--- src/rtl/rtc_pkg.sv ---
// Shared types and constants for the RTC register-port scheduler:
// burst state encoding, default register map and control-byte layout.
package rtc_pkg;

    typedef enum logic [1:0] {
        IDLE = 2'd0,
        ACC  = 2'd1,
        GAP  = 2'd2,
        FIN  = 2'd3
    } state_t;

    localparam logic [7:0] DEF_ADDR_SEC = 8'h21;
    localparam logic [7:0] DEF_ADDR_MIN = 8'h22;
    localparam logic [7:0] DEF_ADDR_HR  = 8'h23;
    localparam logic [7:0] DEF_ADDR_CTL = 8'h24;

    localparam int BURST_LEN = 4;

    // Control byte = {6'b0, format, ampm}
    localparam int CTL_AMPM_BIT = 0;
    localparam int CTL_FMT_BIT  = 1;

    function automatic logic [7:0] ctl_pack(input logic fmt, input logic ampm);
        logic [7:0] b;
        b               = 8'h00;
        b[CTL_FMT_BIT]  = fmt;
        b[CTL_AMPM_BIT] = ampm;
        return b;
    endfunction

endpackage

--- src/rtl/rtc_ack_watchdog.sv ---
// Per-access ack watchdog: counts enabled cycles since the last clear and
// flags the cycle that would be the TIMEOUT-th one without an ack.
module rtc_ack_watchdog #(
    parameter int TIMEOUT = 255
) (
    input  logic i_clk,
    input  logic i_rst_n,
    input  logic i_clear,
    input  logic i_en,
    output logic o_expired
);

    localparam int CW = $clog2(TIMEOUT + 1);

    logic [CW-1:0] r_cnt;

    always_ff @(posedge i_clk or negedge i_rst_n) begin
        if (!i_rst_n) begin
            r_cnt <= '0;
        end else if (i_clear) begin
            r_cnt <= '0;
        end else if (i_en && (r_cnt != CW'(TIMEOUT))) begin
            r_cnt <= r_cnt + 1'b1;
        end
    end

    // r_cnt holds the cycles already missed, so this cycle is the TIMEOUT-th
    assign o_expired = i_en && (r_cnt == CW'(TIMEOUT - 1));

endmodule

--- src/rtl/rtc_access_sched.sv ---
// Arbitrates the RTC byte port between periodic time reads and edit commits,
// running each as a four-access burst and committing the mirrors atomically.
module rtc_access_sched
    import rtc_pkg::*;
#(
    parameter logic [7:0] ADDR_SEC = DEF_ADDR_SEC,
    parameter logic [7:0] ADDR_MIN = DEF_ADDR_MIN,
    parameter logic [7:0] ADDR_HR  = DEF_ADDR_HR,
    parameter logic [7:0] ADDR_CTL = DEF_ADDR_CTL,
    parameter int         TIMEOUT  = 255
) (
    input  logic       clk,
    input  logic       reset,
    input  logic       tick,
    input  logic       wr_req,
    input  logic       hold,
    input  logic [7:0] HC,
    input  logic [7:0] MC,
    input  logic [7:0] SC,
    input  logic       AmPm_in,
    input  logic       format_in,
    output logic [7:0] H,
    output logic [7:0] M,
    output logic [7:0] S,
    output logic       ampm,
    output logic       format,
    output logic       bus_req,
    output logic       bus_we,
    output logic [7:0] bus_addr,
    output logic [7:0] bus_wdata,
    input  logic [7:0] bus_rdata,
    input  logic       bus_ack,
    output logic       busy,
    output logic       done,
    output logic       err
);

    state_t     r_state;
    logic [1:0] r_idx;
    logic       r_rd_pend;
    logic       r_wr_pend;
    logic       r_wr_burst;
    logic       r_bus_req;
    logic       r_bus_we;
    logic [7:0] r_bus_addr;
    logic [7:0] r_bus_wdata;
    logic       r_err;
    logic [7:0] r_hr;
    logic [7:0] r_min;
    logic [7:0] r_sec;
    logic       r_ampm;
    logic       r_fmt;

    logic [7:0] r_wb_hr;
    logic [7:0] r_wb_min;
    logic [7:0] r_wb_sec;
    logic       r_wb_ampm;
    logic       r_wb_fmt;
    logic [7:0] r_sh_hr;
    logic [7:0] r_sh_min;
    logic [7:0] r_sh_sec;
    logic       r_sh_ampm;
    logic       r_sh_fmt;

    state_t     w_nxt_state;
    logic [1:0] w_nxt_idx;
    logic       w_start_wr;
    logic       w_start_rd;
    logic       w_abort;
    logic       w_nxt_wr;
    logic       w_enter_acc;
    logic [7:0] w_nxt_wdata;
    logic       w_ack_acc;
    logic       w_wd_clear;
    logic       w_wd_en;
    logic       w_wd_expired;

    function automatic logic [7:0] addr_of(input logic [1:0] idx);
        logic [7:0] a;
        unique case (idx)
            2'd0:    a = ADDR_SEC;
            2'd1:    a = ADDR_MIN;
            2'd2:    a = ADDR_HR;
            default: a = ADDR_CTL;
        endcase
        return a;
    endfunction

    assign w_ack_acc  = (r_state == ACC) && bus_ack;
    assign w_wd_clear = (r_state != ACC);
    assign w_wd_en    = (r_state == ACC) && !bus_ack;

    rtc_ack_watchdog #(
        .TIMEOUT (TIMEOUT)
    ) u_wd (
        .i_clk     (clk),
        .i_rst_n   (reset),
        .i_clear   (w_wd_clear),
        .i_en      (w_wd_en),
        .o_expired (w_wd_expired)
    );

    always_comb begin
        w_nxt_state = r_state;
        w_nxt_idx   = r_idx;
        w_start_wr  = 1'b0;
        w_start_rd  = 1'b0;
        w_abort     = 1'b0;
        unique case (r_state)
            IDLE: begin
                // A pending write always wins; reads wait while the display holds
                if (r_wr_pend) begin
                    w_start_wr  = 1'b1;
                    w_nxt_state = ACC;
                    w_nxt_idx   = 2'd0;
                end else if (r_rd_pend && !hold) begin
                    w_start_rd  = 1'b1;
                    w_nxt_state = ACC;
                    w_nxt_idx   = 2'd0;
                end
            end
            ACC: begin
                if (bus_ack) begin
                    w_nxt_state = (r_idx == 2'(BURST_LEN - 1)) ? FIN : GAP;
                end else if (w_wd_expired) begin
                    w_abort     = 1'b1;
                    w_nxt_state = IDLE;
                end
            end
            GAP: begin
                w_nxt_state = ACC;
                w_nxt_idx   = r_idx + 2'd1;
            end
            FIN: begin
                w_nxt_state = IDLE;
            end
            default: begin
                w_nxt_state = IDLE;
            end
        endcase

        w_nxt_wr    = w_start_wr | (r_wr_burst & ~w_start_rd);
        w_enter_acc = (w_nxt_state == ACC);

        w_nxt_wdata = 8'h00;
        if (w_enter_acc && w_nxt_wr) begin
            // On the start edge the buffer is still loading, so take SC directly
            if (w_start_wr) begin
                w_nxt_wdata = SC;
            end else begin
                unique case (w_nxt_idx)
                    2'd0:    w_nxt_wdata = r_wb_sec;
                    2'd1:    w_nxt_wdata = r_wb_min;
                    2'd2:    w_nxt_wdata = r_wb_hr;
                    default: w_nxt_wdata = ctl_pack(r_wb_fmt, r_wb_ampm);
                endcase
            end
        end
    end

    always_ff @(posedge clk or negedge reset) begin
        if (!reset) begin
            r_state     <= IDLE;
            r_idx       <= 2'd0;
            r_rd_pend   <= 1'b0;
            r_wr_pend   <= 1'b0;
            r_wr_burst  <= 1'b0;
            r_bus_req   <= 1'b0;
            r_bus_we    <= 1'b0;
            r_bus_addr  <= 8'h00;
            r_bus_wdata <= 8'h00;
            r_err       <= 1'b0;
        end else begin
            r_state     <= w_nxt_state;
            r_idx       <= w_nxt_idx;
            r_rd_pend   <= (r_rd_pend & ~w_start_rd) | tick;
            r_wr_pend   <= (r_wr_pend & ~w_start_wr) | wr_req;
            r_wr_burst  <= w_nxt_wr;
            r_bus_req   <= w_enter_acc;
            r_bus_we    <= w_enter_acc & w_nxt_wr;
            r_bus_addr  <= w_enter_acc ? addr_of(w_nxt_idx) : 8'h00;
            r_bus_wdata <= w_nxt_wdata;
            r_err       <= w_abort;
        end
    end

    // Mirrors change only on the FIN exit edge so readers never see a torn time
    always_ff @(posedge clk or negedge reset) begin
        if (!reset) begin
            r_hr   <= 8'h00;
            r_min  <= 8'h00;
            r_sec  <= 8'h00;
            r_ampm <= 1'b0;
            r_fmt  <= 1'b0;
        end else if (r_state == FIN) begin
            if (r_wr_burst) begin
                r_hr   <= r_wb_hr;
                r_min  <= r_wb_min;
                r_sec  <= r_wb_sec;
                r_ampm <= r_wb_ampm;
                r_fmt  <= r_wb_fmt;
            end else begin
                r_hr   <= r_sh_hr;
                r_min  <= r_sh_min;
                r_sec  <= r_sh_sec;
                r_ampm <= r_sh_ampm;
                r_fmt  <= r_sh_fmt;
            end
        end
    end

    always_ff @(posedge clk) begin
        if (w_start_wr) begin
            r_wb_hr   <= HC;
            r_wb_min  <= MC;
            r_wb_sec  <= SC;
            r_wb_ampm <= AmPm_in;
            r_wb_fmt  <= format_in;
        end
        if (w_ack_acc && !r_wr_burst) begin
            unique case (r_idx)
                2'd0:    r_sh_sec <= bus_rdata;
                2'd1:    r_sh_min <= bus_rdata;
                2'd2:    r_sh_hr  <= bus_rdata;
                default: begin
                    r_sh_ampm <= bus_rdata[CTL_AMPM_BIT];
                    r_sh_fmt  <= bus_rdata[CTL_FMT_BIT];
                end
            endcase
        end
    end

    assign H         = r_hr;
    assign M         = r_min;
    assign S         = r_sec;
    assign ampm      = r_ampm;
    assign format    = r_fmt;
    assign bus_req   = r_bus_req;
    assign bus_we    = r_bus_we;
    assign bus_addr  = r_bus_addr;
    assign bus_wdata = r_bus_wdata;
    assign busy      = (r_state != IDLE);
    assign done      = (r_state == FIN);
    assign err       = r_err;

endmodule

--- config.mk ---
export PLATFORM = sky130hd
export DESIGN_NAME = rtc_access_sched
export DESIGN_NICKNAME = d
export VERILOG_FILES = /design/src/rtl/rtc_pkg.sv /design/src/rtl/rtc_ack_watchdog.sv /design/src/rtl/rtc_access_sched.sv
export SDC_FILE = /design/constraint.sdc
export NUM_CORES = 1
export LEC_CHECK = 0
export CORE_ASPECT_RATIO = 1.75
export CORE_MARGIN = 1.5
export CORE_UTILIZATION = 45
export DETAILED_ROUTE_END_ITERATION = 10
export PLACE_DENSITY = 0.7
export SYNTH_ARGS = -nofsm -noshare
export SYNTH_HDL_FRONTEND = slang
export SYNTH_HIERARCHICAL = 1
export SYNTH_SLANG_ARGS = --single-unit
--- constraint.sdc ---
create_clock -name clk -period 2.6 [get_ports clk]
set_clock_uncertainty 0.1 [all_clocks]
set_input_delay 0.39 -clock clk [delete_from_list [all_inputs] [get_ports clk]]
set_output_delay 0.39 -clock clk [all_outputs]
set_load 0.03 [all_outputs]
* After elaboration in Yosys (flattened, before gate mapping)
Cells that the tools add are included.
** Word-level totals
- Word-level logic and storage cells :: 99
- Register bits after elaboration :: 112
- Input bits :: 40
- Output and inout bits :: 47
** Cells by class
- Eq/ne operators :: 12
- Reduce and logical (&&, ||, !) cells :: 20
- Add/subtract/negate cells :: 2
- Mux-type cells :: 29
- Bitwise gates (word level) :: 10
** Operators by type and width (count)
- two-way mux 8 bit :: 8
- case mux 8 bit (3 select lines) :: 1
- two-way mux 2 bit :: 6
- two-way mux 1 bit :: 11
- equality test 2 bit, second input constant :: 5
- case mux 3 bit (3 select lines) :: 1
- adder 8 x 1 -> 8 bit, second input constant :: 1
- equality test 2 x 1 -> 1 bit, second input constant :: 4
- equality test 8 bit, second input constant :: 1
- inequality test 8 bit, second input constant :: 1
- case mux 2 bit (4 select lines) :: 1
- AND reduction 2 bit :: 4
- logical AND 1 bit :: 7
- logical NOT 2 bit :: 3
- bitwise AND 1 bit :: 4
- case mux 2 bit (2 select lines) :: 1
- nonzero test 2 bit :: 2
- logical NOT 1 bit :: 3
- inverter 1 bit :: 3
- OR 1 bit :: 3
- OR reduction 3 bit :: 1
- adder 2 x 1 -> 2 bit, second input constant :: 1
- inequality test 2 x 1 -> 1 bit, second input constant :: 1

* Logic depth before layout (Yosys ltp)
Gate-level depths: netlist (run 1).
- Depth after elaboration :: 10
- Gate-level depth with buffers :: 11
- Depth with buffers taken out :: 10

* Modules after synthesis
Netlist (run 1), hierarchy kept.
** By module, submodules not included
- rtc_access_sched :: sequential area each 2737.6 um2, area each 3880.0 um2, cells each 282, instances 1
- rtc_ack_watchdog :: sequential area each 200.2 um2, area each 500.5 um2, cells each 51, instances 1

* Worst setup path before layout (run 1)
Ideal clock, no wire load.
- Path kind :: register -> register
- Start point :: reg r_state[1]
- End point :: reg r_bus_wdata[2] (netlist: bus_wdata[2])
- Slack :: 0.460 ns
- Buffers on the path :: 1
- Clock period less this slack :: 2.140 ns
- Setup time :: 0.131 ns
- Required time :: 2.369 ns
- Arrival time :: 1.909 ns
- Cell stages (with the launch flop) :: 11
- Cells stage by stage :: dfrtp_1 -> nor2_1 -> a21oi_1 -> o21ai_0 -> inv_1 -> ha_1 -> clkbuf_1 -> a222oi_1 -> nor3_1 -> a21oi_1 -> nor2_1
** On the way
- Elaborated cells between the ends (all ways) :: 25
- Those cells by class :: eq/ne: 6; mux: 11; bitwise: 3; reduce/logical: 5
** RTL lines
- start: declaration :: line rtc_access_sched.sv:38 : state_t r_state;
- start signal: assignment :: line rtc_access_sched.sv:174 : r_state <= w_nxt_state;
- equality test 2 bit / logical NOT 2 bit (equally long branches) :: line rtc_access_sched.sv:109 : unique case (r_state)
- case mux 2 bit (2 select lines) * :: line rtc_access_sched.sv:109
- net w_nxt_idx[1] :: line rtc_access_sched.sv:66 : logic [1:0] w_nxt_idx;
- equality test 2 bit, or another cell as far along :: line rtc_access_sched.sv:151 : unique case (w_nxt_idx)
- case mux 8 bit (3 select lines) * :: line rtc_access_sched.sv:151
- two-way mux 8 bit * :: line rtc_access_sched.sv:148 : if (w_start_wr) begin
- two-way mux 8 bit * :: line rtc_access_sched.sv:146 : if (w_enter_acc && w_nxt_wr) begin
- net w_nxt_wdata[2] :: line rtc_access_sched.sv:72 : logic [7:0] w_nxt_wdata;
- end signal: assignment :: line rtc_access_sched.sv:182 : r_bus_wdata <= w_nxt_wdata;
- end: declaration :: line rtc_access_sched.sv:46 : logic [7:0] r_bus_wdata;
The timed path passes the listed nets; every way through them passes the cells marked *.
A chain may end at the register's enable or synchronous reset.

* Worst setup path after layout (run 1)
- Start point :: in hold
- End point :: reg r_bus_wdata[5] (netlist: bus_wdata[5])
** On the way
- Elaborated cells between the ends (all ways) :: 22
- Those cells by class :: eq/ne: 3; mux: 12; bitwise: 3; reduce/logical: 4
** RTL lines
- start: declaration :: line rtc_access_sched.sv:16 : input logic hold,
- logical NOT 1 bit * :: line rtc_access_sched.sv:116 : end else if (r_rd_pend && !hold) begin
- logical AND 1 bit * :: line rtc_access_sched.sv:116
- two-way mux 2 bit * :: line rtc_access_sched.sv:116
- two-way mux 2 bit * :: line rtc_access_sched.sv:112 : if (r_wr_pend) begin
- case mux 2 bit (2 select lines) * :: line rtc_access_sched.sv:109
- net w_nxt_idx[0] :: line rtc_access_sched.sv:66
- equality test 2 bit, or another cell as far along :: line rtc_access_sched.sv:151
- case mux 8 bit (3 select lines) * :: line rtc_access_sched.sv:151
- two-way mux 8 bit * :: line rtc_access_sched.sv:148
- two-way mux 8 bit * :: line rtc_access_sched.sv:146
- net w_nxt_wdata[5] :: line rtc_access_sched.sv:72
Marked as above.

==> results of run 1 <==
-- state kept, by name, summed over array words and instances (netlist names), 2 cells and up --
signal and count:
u_wd/r_cnt 8, bus_addr 4, r_wb_min 8, r_state 2, H 8, r_wb_hr 8
r_sh_min 8, bus_wdata 8, r_sh_sec 8, S 8, r_wb_sec 8, r_idx 2
r_sh_hr 8, M 8
-- cell usage after synthesis, drive strengths merged --
| cell | instances | share of area, % |
|---|---|---|
| a211oi | 6 | 1.0 |
| a21o | 3 | 0.51 |
| a21oi | 41 | 4.7 |
| a222oi | 6 | 1.4 |
| a22oi | 2 | 0.34 |
| a31oi | 1 | 0.14 |
| a41oi | 1 | 0.63 |
| and2 | 6 | 0.86 |
| and2b | 1 | 0.17 |
| and3 | 2 | 0.29 |
| and4 | 2 | 0.46 |
| and4bb | 1 | 0.29 |
| buf | 14 | 1.9 |
| clkbuf | 6 | 0.51 |
| conb | 1 | 0.086 |
| dfrtp | 55 | 31 |
| edfxtp | 52 | 36 |
| ha | 10 | 2.9 |
| inv | 11 | 0.94 |
| mux2 | 5 | 1.3 |
| mux2i | 26 | 5.9 |
| nand2 | 3 | 0.26 |
| nand2b | 2 | 0.29 |
| nand3 | 3 | 0.34 |
| nand4 | 1 | 0.14 |
| nor2 | 46 | 3.9 |
| nor2b | 7 | 1.0 |
| nor3 | 11 | 1.3 |
| nor3b | 1 | 0.29 |
| o21ai | 3 | 0.43 |
| o31ai | 1 | 0.17 |
| or2 | 1 | 0.14 |
| or2b | 1 | 0.17 |
| or4b | 1 | 0.23 |
-- cell families after synthesis --
kind of cell,after synthesis
buffers and inverters,31
other,1
AO/OA/AOI/OAI,64
AND/OR/NAND/NOR,89
multiplexers,31
adder cells (fa/ha/maj),10
flip-flops,107
-- worst reg2reg max path, delay by kind of cell, from the launching register on --
family | cells | cell delay (ps)
adder cells (fa/ha/maj) | 1 | 330
AO/OA/AOI/OAI | 3 | 710
multiplexers | 1 | 300
flip-flops | 1 | 470
AND/OR/NAND/NOR | 3 | 240
-- what timing repair did --
item / in CTS / in global routing
setup endpoints to repair: 0 / 0
hold buffers: 1 / 0
hold endpoints to repair: 22 / 0
-- path summary, 6_finish.rpt --
path                            startpoint            end  slack (ps)  depth (start not counted)
worst max-delay path                  hold   bus_wdata[5]         270                          9
max in group asynchronous            reset           M[2]        1340                          3
worst min register to register        ampm           ampm         430                          2
worst max register to register  r_state[1]   bus_wdata[5]         310                          8
min in group asynchronous            reset  u_wd/r_cnt[5]         480                          2
worst min-delay path                  ampm           ampm         430                          2
-- metal layers --
metal	GRT usage (%)	wire (microns)
met1	22.3	3580
met2	34.2	5090
met3	3.63	456
met4	7.58	212
met5	0	0
-- cell type report --
| type | instances | area (sq um) |
|---|---|---|
| Timing Repair Buffer | 96 | 933 |
| Clock buffer | 14 | 264 |
| Sequential cell | 107 | 2940 |
| Fill cell | 769 | 3790 |
| Tap cell | 122 | 153 |
| Clock inverter | 2 | 35.0 |
| Multi-Input combinational cell | 198 | 1310 |
| Inverter | 11 | 41.3 |
-- power breakdown --
group          switching [mW]  internal [mW]
clock network           0.558          0.799
registers               0.293           2.30
logic                    1.60           1.12
-- through the flow --
step / cells / hold slack (ps) / area (sq um) / util, %
floorplan: 336 / -5.59 / 4390 / -
global route: 550 / 450 / 5680 / 60.0
detailed placement: 533 / 321 / 5370 / 56.7
finish: 550 / 429 / 5680 / 60.0
global placement: 533 / 323 / 5370 / 56.7
CTS: 550 / 434 / 5680 / 60.0
==> metrics.yaml, run 1 <==
floorplan:
  start_util_pct: 46.3
  dieArea_sq_um: 10400
  core_area_sq_um: 9470
  fp-row-count: 47
  die_x_microns: 77.6
  die_y_microns: 134
  io_pins: 87
setup_path:
  cp.buffers_inverters: 1
  slowest_stage: "clkdlybuf4s50_1"
  crit_path_start_kind: "input pin"
  endpoint_kind: "register"
  cp_slowest_stage_delay_ps: 410
  crit_fanout: 8
  cp_cell_sequence: "clkdlybuf4s50_1, nand2b_1, a21o_1, mux2_2, ha_1, a222oi_1, nor3_1, a21oi_1, nor2_1"
  arrival_ps: 2430
  critPathKind: "input pin to register"
  crit_family: "compound AO/OA/AOI/OAI gates"
  cp.required_ps: 2700
timing:
  drv_slew: 0
  grt_setup_unrepaired: "false"
  tns_ps: 0
  worst_slack_ps: 272
  max-slew-margin-rel_pct: 60.8
  min_period_ps: 2330
  clock.fmax_mhz: 430
  tightest_slew_ps: 588
  hold_viol_final: 0
  finalCritPeriodShare_pct: 89.5
  setup_viol: 0
clock_network:
  cts_setup_buffers: 0
  clk_latency_ps: 340
  cts_made_buffers: 9
  tritoncts: "yes"
  cts.clk_slew.worst_paths_ps: 70
  clock_path_buffers: 2
  cts_resized: 0
  clockRootBuffer: "clkbuf_16"
  cts_max_level: 3
  cts_num_sinks: 107
placed_design:
  portBuffers: 82
  place_worst_setup_slack_ps: -83.3
  post-dp-hpwl_microns: 7130
  gp_congestion: 0.817
synthesis:
  synthesis.area_sq_um: 4380
  synth-compound-area-share_pct: 9.31
  synth_warnings: 6
  syn_area_per_cell_sq_um: 13.2
  syn-instance-count: 333
  ys_ff_latch: 107
  synth_cell_types: 38
  yosys.area_share.simple_pct: 10.1
  synthMuxAreaShare_pct: 7.23
  synth_seq_area_share_pct: 67.1
  yosys.area_share.adder_pct: 2.86
  synth_top_family_by_area: "simple AND/OR/NAND/NOR gates"
  synth_xor_area_share_pct: 0
global_route:
  grt_overflow: 0
  antenna_found_initial: 0
  grt_max_degree: 34
  first_global_vias: 2859
  grt_pass1_wl_microns: 14800
  track_usage_pct: 19.1
drt:
  antenna_left: 0
  drt-vias-per-instance: 5.26
  wl_microns: 9340
  wl_per_cell_microns: 17.0
  drt_first_pass_iters: 8
  drc: 0
  dr_total_vias: 2892
  drtIter0Drc: 211
worst_hold_path:
  hold_class: "register to register"
run_status:
  status: "finished clean"
finish:
  drive_gt1_share_pct: 7.94
  antenna_cells: 0
  layout_common_cells: "clkdlybuf4s50_1, dfrtp_1, edfxtp_1"
  final_common_cell: "clkdlybuf4s50_1"
  syn_to_final_growth_pct: 29.6
  layout.nets: 473
flow_run:
  maxCapViolations: 0
power:
  leakage_nw: 2.32
  power_density_nw_per_um2: 1170
  peakVddDrop_v: 0.000667
  finalPower_mw: 6.67
(Power assumes the default switching activity.)
==> run 2: changes to the inputs <==
--- a/config.mk
+++ b/config.mk
@@ -5,11 +5,14 @@
 export SDC_FILE = /design/constraint.sdc
 export NUM_CORES = 1
 export LEC_CHECK = 0
+export ABC_AREA = 1
 export CORE_ASPECT_RATIO = 1.75
 export CORE_MARGIN = 1.5
 export CORE_UTILIZATION = 45
 export DETAILED_ROUTE_END_ITERATION = 10
+export GPL_TIMING_DRIVEN = 0
 export PLACE_DENSITY = 0.7
+export SLEW_MARGIN = 40
 export SYNTH_ARGS = -nofsm -noshare
 export SYNTH_HDL_FRONTEND = slang
 export SYNTH_HIERARCHICAL = 1
==> run 2 against run 1 <==
Effect of this change:
- synthesized cell count is 33% higher
- largest cell class unchanged
- sequential share of layout area is 2.1 points lower
- sequential power about the same
==> metrics.yaml, run 2 <==
run_status:
  status: "finished clean"
synthesis:
  synth_cell_types: 35  # -7.9%
  synth_seq_area_share_pct: 63.6  # -3.4 points
  synth_top_area_share_pct: 33.8  # -1.8 points
  ys_top_cells_by_count: "nand2_1, a21oi_1, nor2_1"
  syn_area_per_cell_sq_um: 10.4  # -21%
  synth_top_cells_by_area: "edfxtp_1, dfrtp_1, nand2_1, a21oi_1, nor2_1"
  ys_ff_latch: 107  # unchanged
  syn-instance-count: 442  # +33%
  synthMostInstantiatedCell: "nand2_1"
  synthArstFlopShare_pct: 51.4  # unchanged
  synth-edff-count: 52  # unchanged
  synth_warnings: 6  # unchanged
  synthesis.area_sq_um: 4620  # +5.4%
  synth_top_cell_by_area: "edfxtp_1"
  synth_ff_type: "dfrtp_1"
drt:
  met3_length_microns: 406  # -11%
  drc: 0  # unchanged
  wl_per_cell_microns: 16.7  # -1.4%
  drt_first_pass_iters: 4  # -4
  dr_total_vias: 3374  # +17%
  wl_microns: 11200  # +20%
  antenna_left: 0  # unchanged
  drtIter0Drc: 288  # +36%
  drt-vias-per-instance: 5.05  # -3.9%
  top_layer: "met4"
  wl_met2_microns: 6330  # +24%
  wl_met1_microns: 4080  # +14%
power:
  leakage_nw: 2.56  # +10%
  p_sw_mw: 2.80  # +15%
  finalPower_mw: 6.93  # +4.0%
  power_frac_seq_pct: 37.2  # -1.7 points
  comb_power_share_pct: 43.9  # +3.1 points
  sw_frac_of_total_pct: 40.4  # +3.7 points
  peakVddDrop_v: 0.000550  # -18%
  p_int_mw: 4.13  # -2.1%
  power_density_nw_per_um2: 1170  # -0.13%
  clock_power_share_pct: 18.9  # -1.5 points
clock_network:
  cts_made_buffers: 9  # unchanged
  clock_path_buffers: 2  # unchanged
  cts.clk_slew.worst_paths_ps: 70  # about the same
  tritoncts: "yes"
  cts_num_sinks: 107  # unchanged
  clockRootBuffer: "clkbuf_16"
  cts_setup_buffers: 0  # unchanged
  clk_latency_ps: 340  # about the same
  cts_max_level: 3  # unchanged
setup_path:
  cp_cell_sequence: "buf_6, nor2_8, nand3_2, nand3_1, o21ai_0, ha_1, clkbuf_1, nand2_1, nand3_1, a21oi_1, nor3_2"
  crit_family: "simple AND/OR/NAND/NOR gates"
  reg2reg_from: "r_state[0]"
  cp_common_cell: "nand3_1"
  crit_cells: 11  # +2
  cp-startpoint: "r_state[0]"
  cp.buffers_inverters: 2  # +1
  endpoint_kind: "register"
  arrival_ps: 2430  # about the same
  cp_slowest_stage_delay_ps: 370  # -40 ps
  crit_path_start_kind: "register"
  critPathKind: "register to register"
  rr_worst_depth: 11  # +3
  slowest_stage: "dfrtp_1"
  cp.required_ps: 2710  # about the same
  crit_fanout: 8  # unchanged
timing:
  setup_viol: 0  # unchanged
  tns_ps: 0  # unchanged
  max-slew-margin-rel_pct: 47.6  # -13 points
  finalCritPeriodShare_pct: 89.1  # -0.47 points
  min_period_ps: 2320  # -12.2 ps
  grt_setup_unrepaired: "false"
  worst_slack_ps: 285  # +12.2 ps
  drv_slew: 0  # unchanged
  clock.fmax_mhz: 432  # +0.53%
  tightest_slew_ps: 783  # +195 ps
  hold_viol_final: 0  # unchanged
global_route:
  grt_max_degree: 34  # unchanged
  track_usage_pct: 22.0  # +2.8 points
  antenna_found_initial: 0  # unchanged
  grt_overflow: 0  # unchanged
  grt_pass1_wl_microns: 17400  # +17%
  first_global_vias: 3461  # +21%
worst_hold_path:
  hold_class: "input pin to asynchronous set/reset pin"
placed_design:
  post-dp-hpwl_microns: 8340  # +17%
  place_worst_setup_slack_ps: -180  # -96.7 ps
  portBuffers: 82  # unchanged
  gp_congestion: 0.853  # +4.5%
finish:
  syn_to_final_growth_pct: 28.1
  final_common_cell: "nand2_1"
  layout_common_cells: "nand2_1, clkdlybuf4s50_1, nor2_1, a21oi_1, dfrtp_1"
  layout.nets: 588  # +24%
  drive_gt1_share_pct: 10.1  # +2.2 points
  antenna_cells: 0  # unchanged
floorplan:
  die_y_microns: 137  # +2.6%
  core_area_sq_um: 9910  # +4.7%
  fp-row-count: 48  # +2.1%
  start_util_pct: 46.6  # +0.31 points
  io_pins: 87  # unchanged
  dieArea_sq_um: 10900  # +5.2%
  die_x_microns: 79.6  # +2.6%
flow_run:
  maxCapViolations: 0  # unchanged
[run 2: cell count changes after synthesis, moves of 12 or more]
cell / before / now
nand2_1: 3 / 92
inv_1: 11 / 37
a21oi_1: 41 / 58
nor2_1: 46 / 58
mux2i_1: 26 / 0
nand3_1: 3 / 15
[run 2: repair_timing]
item                                    CTS  global route
hold endpoints to repair                 22             0
endpoints found under the setup margin    0             9
resized for setup                         0             2
hold buffers                              1             0
[run 2: cell families after synthesis]
group	synth area share, %
and+or+nand+nor	18.8
DFF	63.6
AOI/OAI and AO/OA	8.08
buffers and inverters	6.13
adders and majority gates	2.71
xor gates and xnor gates	0.569
other	0.0812
[run 2: per-stage QoR]
step	instance area, sq um	cells	utilization [%]	hold WS (ps)
finish	5910	668	59.7	384
CTS	5920	670	59.7	387
global placement	5600	652	56.6	388
floorplan	4630	445	-	-5.59
detailed placement	5620	653	56.7	211
global route	5910	668	59.7	414
[run 2: layout make-up]
| class | instances | area, sq um |
|---|---|---|
| clock buffer | 9 | 225 |
| inverter | 43 | 164 |
| multi-input combinational | 276 | 1410 |
| buffer | 17 | 111 |
| clock inverter | 7 | 58.8 |
| sequential | 107 | 2940 |
| fill | 842 | 4000 |
| tap | 125 | 156 |
| timing repair buffer | 84 | 851 |
[run 2: per-layer routing]
layer  vias to the layer above  global-route usage, %
met5                         -                      0
met4                         0                   10.5
met3                        23                   3.07
met2                       105                   40.3
met1                      1614                   24.5
li1                       1632                      -
[run 2: final timing paths]
path	endpoint	slack, ps
max in group asynchronous	M[6]	1530
worst min-delay path	bus_we	380
min in group clk	r_rd_pend	420
worst min register to register	r_rd_pend	420
worst max register to register	bus_wdata[5]	280
worst max-delay path	bus_wdata[5]	280
[run 2: power groups by stage]
stage               Sequential, mW  Clock, mW  Combinational [mW]
floorplan                     3.05          0                1.42
global placement              2.61          0                2.99
detailed placement            2.62          0                3.04
CTS                           2.59       1.33                3.06
global route                  2.62       1.40                3.30
finish                        2.58       1.31                3.04
==> run 3: changes to the inputs <==
--- a/config.mk
+++ b/config.mk
@@ -6,7 +6,7 @@
 export NUM_CORES = 1
 export LEC_CHECK = 0
 export ABC_AREA = 1
-export CORE_ASPECT_RATIO = 1.75
+export CORE_ASPECT_RATIO = 0.7
 export CORE_MARGIN = 1.5
 export CORE_UTILIZATION = 45
 export DETAILED_ROUTE_END_ITERATION = 10
==> run 3 against run 2 <==
Effect of this change:
- clock power about the same
- global-route usage down 1.0 points
- count of clock-buffer cells in the layout stayed put
- register-to-register slack got worse by 20 ps
- utilization grew 0.62 points
- combinational power barely moved
- non-clock buffer count rose by 1
- critical path type is now register to primary output
- critical endpoint is now done
- largest power group unchanged
- highest routed layer unchanged
==> metrics.yaml, run 3 (synthesized netlist as in run 2, its figures left out) <==
run_status:
  status: "finished clean"
setup_path:
  crit_fanout: 10  # +2
  critPathKind: "register to primary output"
  worst-r2r-setup-slack_ps: 260  # -20 ps
  rr_worst_depth: 13  # +2
  reg2reg_from: "r_state[0]"
  endpoint_kind: "primary output"
  slowest_stage: "clkdlybuf4s50_1"
  r2r_end: "bus_wdata[0]"
  cp_cell_sequence: "nand2_2, clkinv_2, buf_6, clkdlybuf4s50_1"
  arrival_ps: 2000  # -430 ps
  crit_path_start_kind: "register"
  cp.required_ps: 2110  # -600 ps
  cp_slowest_stage_delay_ps: 590  # +220 ps
power:
  comb_power_share_pct: 43.6  # -0.3 points
  p_int_mw: 4.14  # +0.18%
  power_density_nw_per_um2: 1170  # -0.29%
  clock_power_share_pct: 19.2  # +0.3 points
  power_frac_seq_pct: 37.2  # about the same
  sw_frac_of_total_pct: 40.3  # -0.12 points
  p_sw_mw: 2.80  # -0.31%
  peakVddDrop_v: 0.000713  # +30%
  leakage_nw: 2.55  # -0.67%
timing:
  worst_slack_ps: 111  # -173 ps
  finalCritPeriodShare_pct: 95.7  # +6.7 points
  clock.fmax_mhz: 402  # -7.0%
  setup_viol: 0  # unchanged
  grt_setup_unrepaired: "false"
  hold_ws_ps: 376  # -7.44 ps
  max-slew-margin-rel_pct: 46.8  # -0.78 points
  min_period_ps: 2490  # +173 ps
  drv_slew: 0  # unchanged
  hold_viol_final: 0  # unchanged
  tightest_slew_ps: 794  # +11.7 ps
drt:
  drtIter0Drc: 303  # +5.2%
  dr_total_vias: 3336  # -1.1%
  wl_per_cell_microns: 15.7  # -6.0%
  wl_microns: 10600  # -5.4%
  drt-vias-per-instance: 4.96  # -1.7%
  drc: 0  # unchanged
  drt_first_pass_iters: 5  # +1
  antenna_left: 0  # unchanged
global_route:
  antenna_found_initial: 0  # unchanged
  first_global_vias: 3181  # -8.1%
  grt_max_degree: 34  # unchanged
  grt_overflow: 0  # unchanged
  track_usage_pct: 21.0  # -1.0 points
  grt_pass1_wl_microns: 16800  # -3.5%
floorplan:
  core_area_sq_um: 9830  # -0.76%
  io_pins: 87  # unchanged
  dieArea_sq_um: 10900  # -0.13%
  fp-row-count: 30  # -38%
  die_x_microns: 124  # +56%
  die_y_microns: 87.7  # -36%
  start_util_pct: 46.9  # +0.36 points
finish:
  layout.nets: 589  # +0.17%
  drive_gt1_share_pct: 10.1  # -0.019 points
  syn_to_final_growth_pct: 28.5
  ff_latch_area_sq_um: 2940  # about the same
  multi_input_area_sq_um: 1410  # unchanged
  final_common_cell: "nand2_1"
  nFillCells: 804  # -4.5%
  layout_common_cells: "nand2_1, clkdlybuf4s50_1, a21oi_1"
  antenna_cells: 0  # unchanged
clock_network:
  cts_num_sinks: 107  # unchanged
  clock_path_buffers: 2  # unchanged
  cts_made_buffers: 9  # unchanged
  clockRootBuffer: "clkbuf_16"
  cts.clk_slew.worst_paths_ps: 70  # about the same
  cts_max_level: 3  # unchanged
  tritoncts: "yes"
  clk_latency_ps: 350  # about the same
worst_hold_path:
  hold_class: "input pin to asynchronous set/reset pin"
flow_run:
  maxCapViolations: 0  # unchanged
placed_design:
  portBuffers: 82  # unchanged
  place_worst_setup_slack_ps: -54.5  # +126 ps
  post-dp-hpwl_microns: 7860  # -5.7%
  gp_congestion: 0.825  # -3.4%
-- run 3: changes by cell type in the layout (fill, tap and decap cells not counted), sizes merged --
cell           delta
clkbuf            +1
clkdlybuf4s50     +1
dlymetal6s2s      -1
-- run 3: worst max-delay path, delay by kind of cell (launching register included) --
kind | cells | cell delay (ps)
buffers and inverters | 3 | 960
flip-flops | 1 | 480
AND/OR/NAND/NOR | 1 | 210
-- run 3: cell type report --
type                    instances  share of cell area [%]
plain buffers                  18                    1.94
clock buffers                   9                    3.80
clock inverters                 7                    1.16
inverters                      43                    2.76
multi-input cells             276                    23.8
flip-flops and latches        107                    49.6
well taps                     128                    2.70
repair buffers                 84                    14.3
-- run 3: worst max path at each step --
stage               start           end  slack (ps)  cells after the start
6_report       r_state[1]          done         110                      4
5_1_grt        r_state[0]  bus_wdata[1]          10                     13
4_1_cts        r_state[0]          done         100                      5
3_5_place_dp         hold  bus_wdata[0]         -50                     15
3_3_place_gp        reset          M[5]        -710                      1
2_1_floorplan  r_state[0]  bus_wdata[0]         570                     14
-- run 3: stage by stage --
step	area (sq um)	instances	utilization (%)	setup TNS [ps]	total power, mW
6_report	5930	672	60.3	0	6.93
5_1_grt	5930	672	60.3	0	7.37
4_1_cts	5930	673	60.3	0	6.98
3_5_place_dp	5630	656	57.2	-140	5.61
3_3_place_gp	5610	655	57.0	-39040	5.55
2_1_floorplan	4630	445	-	0	4.47
-- run 3: layer usage --
layer  wire length, microns  global-route usage [%]  share of wire, %  vias up
li1                       -                       -                 -     1631
met1                   5080                    32.3                48     1552
met2                   4500                    29.6                43      142
met3                    907                    5.66               8.6       11
met4                     93                    4.96              0.88        0
met5                      0                       0                 0        -
-- run 3: timing repair --
action                                  in CTS  in global routing
cloned                                       0                  0
hold buffers                                 1                  0
gates resized for setup                      1                  1
hold endpoints to repair                    22                  0
endpoints found under the setup margin       1                 13
buffers inserted                             0                  0
-- run 3: power groups by stage --
stage | Sequential, mW | Clock, mW | Combinational, mW
6_report | 2.58 | 1.33 | 3.02
5_1_grt | 2.63 | 1.44 | 3.30
4_1_cts | 2.58 | 1.37 | 3.04
3_5_place_dp | 2.60 | 0 | 3.01
3_3_place_gp | 2.60 | 0 | 2.95
2_1_floorplan | 3.05 | 0 | 1.42
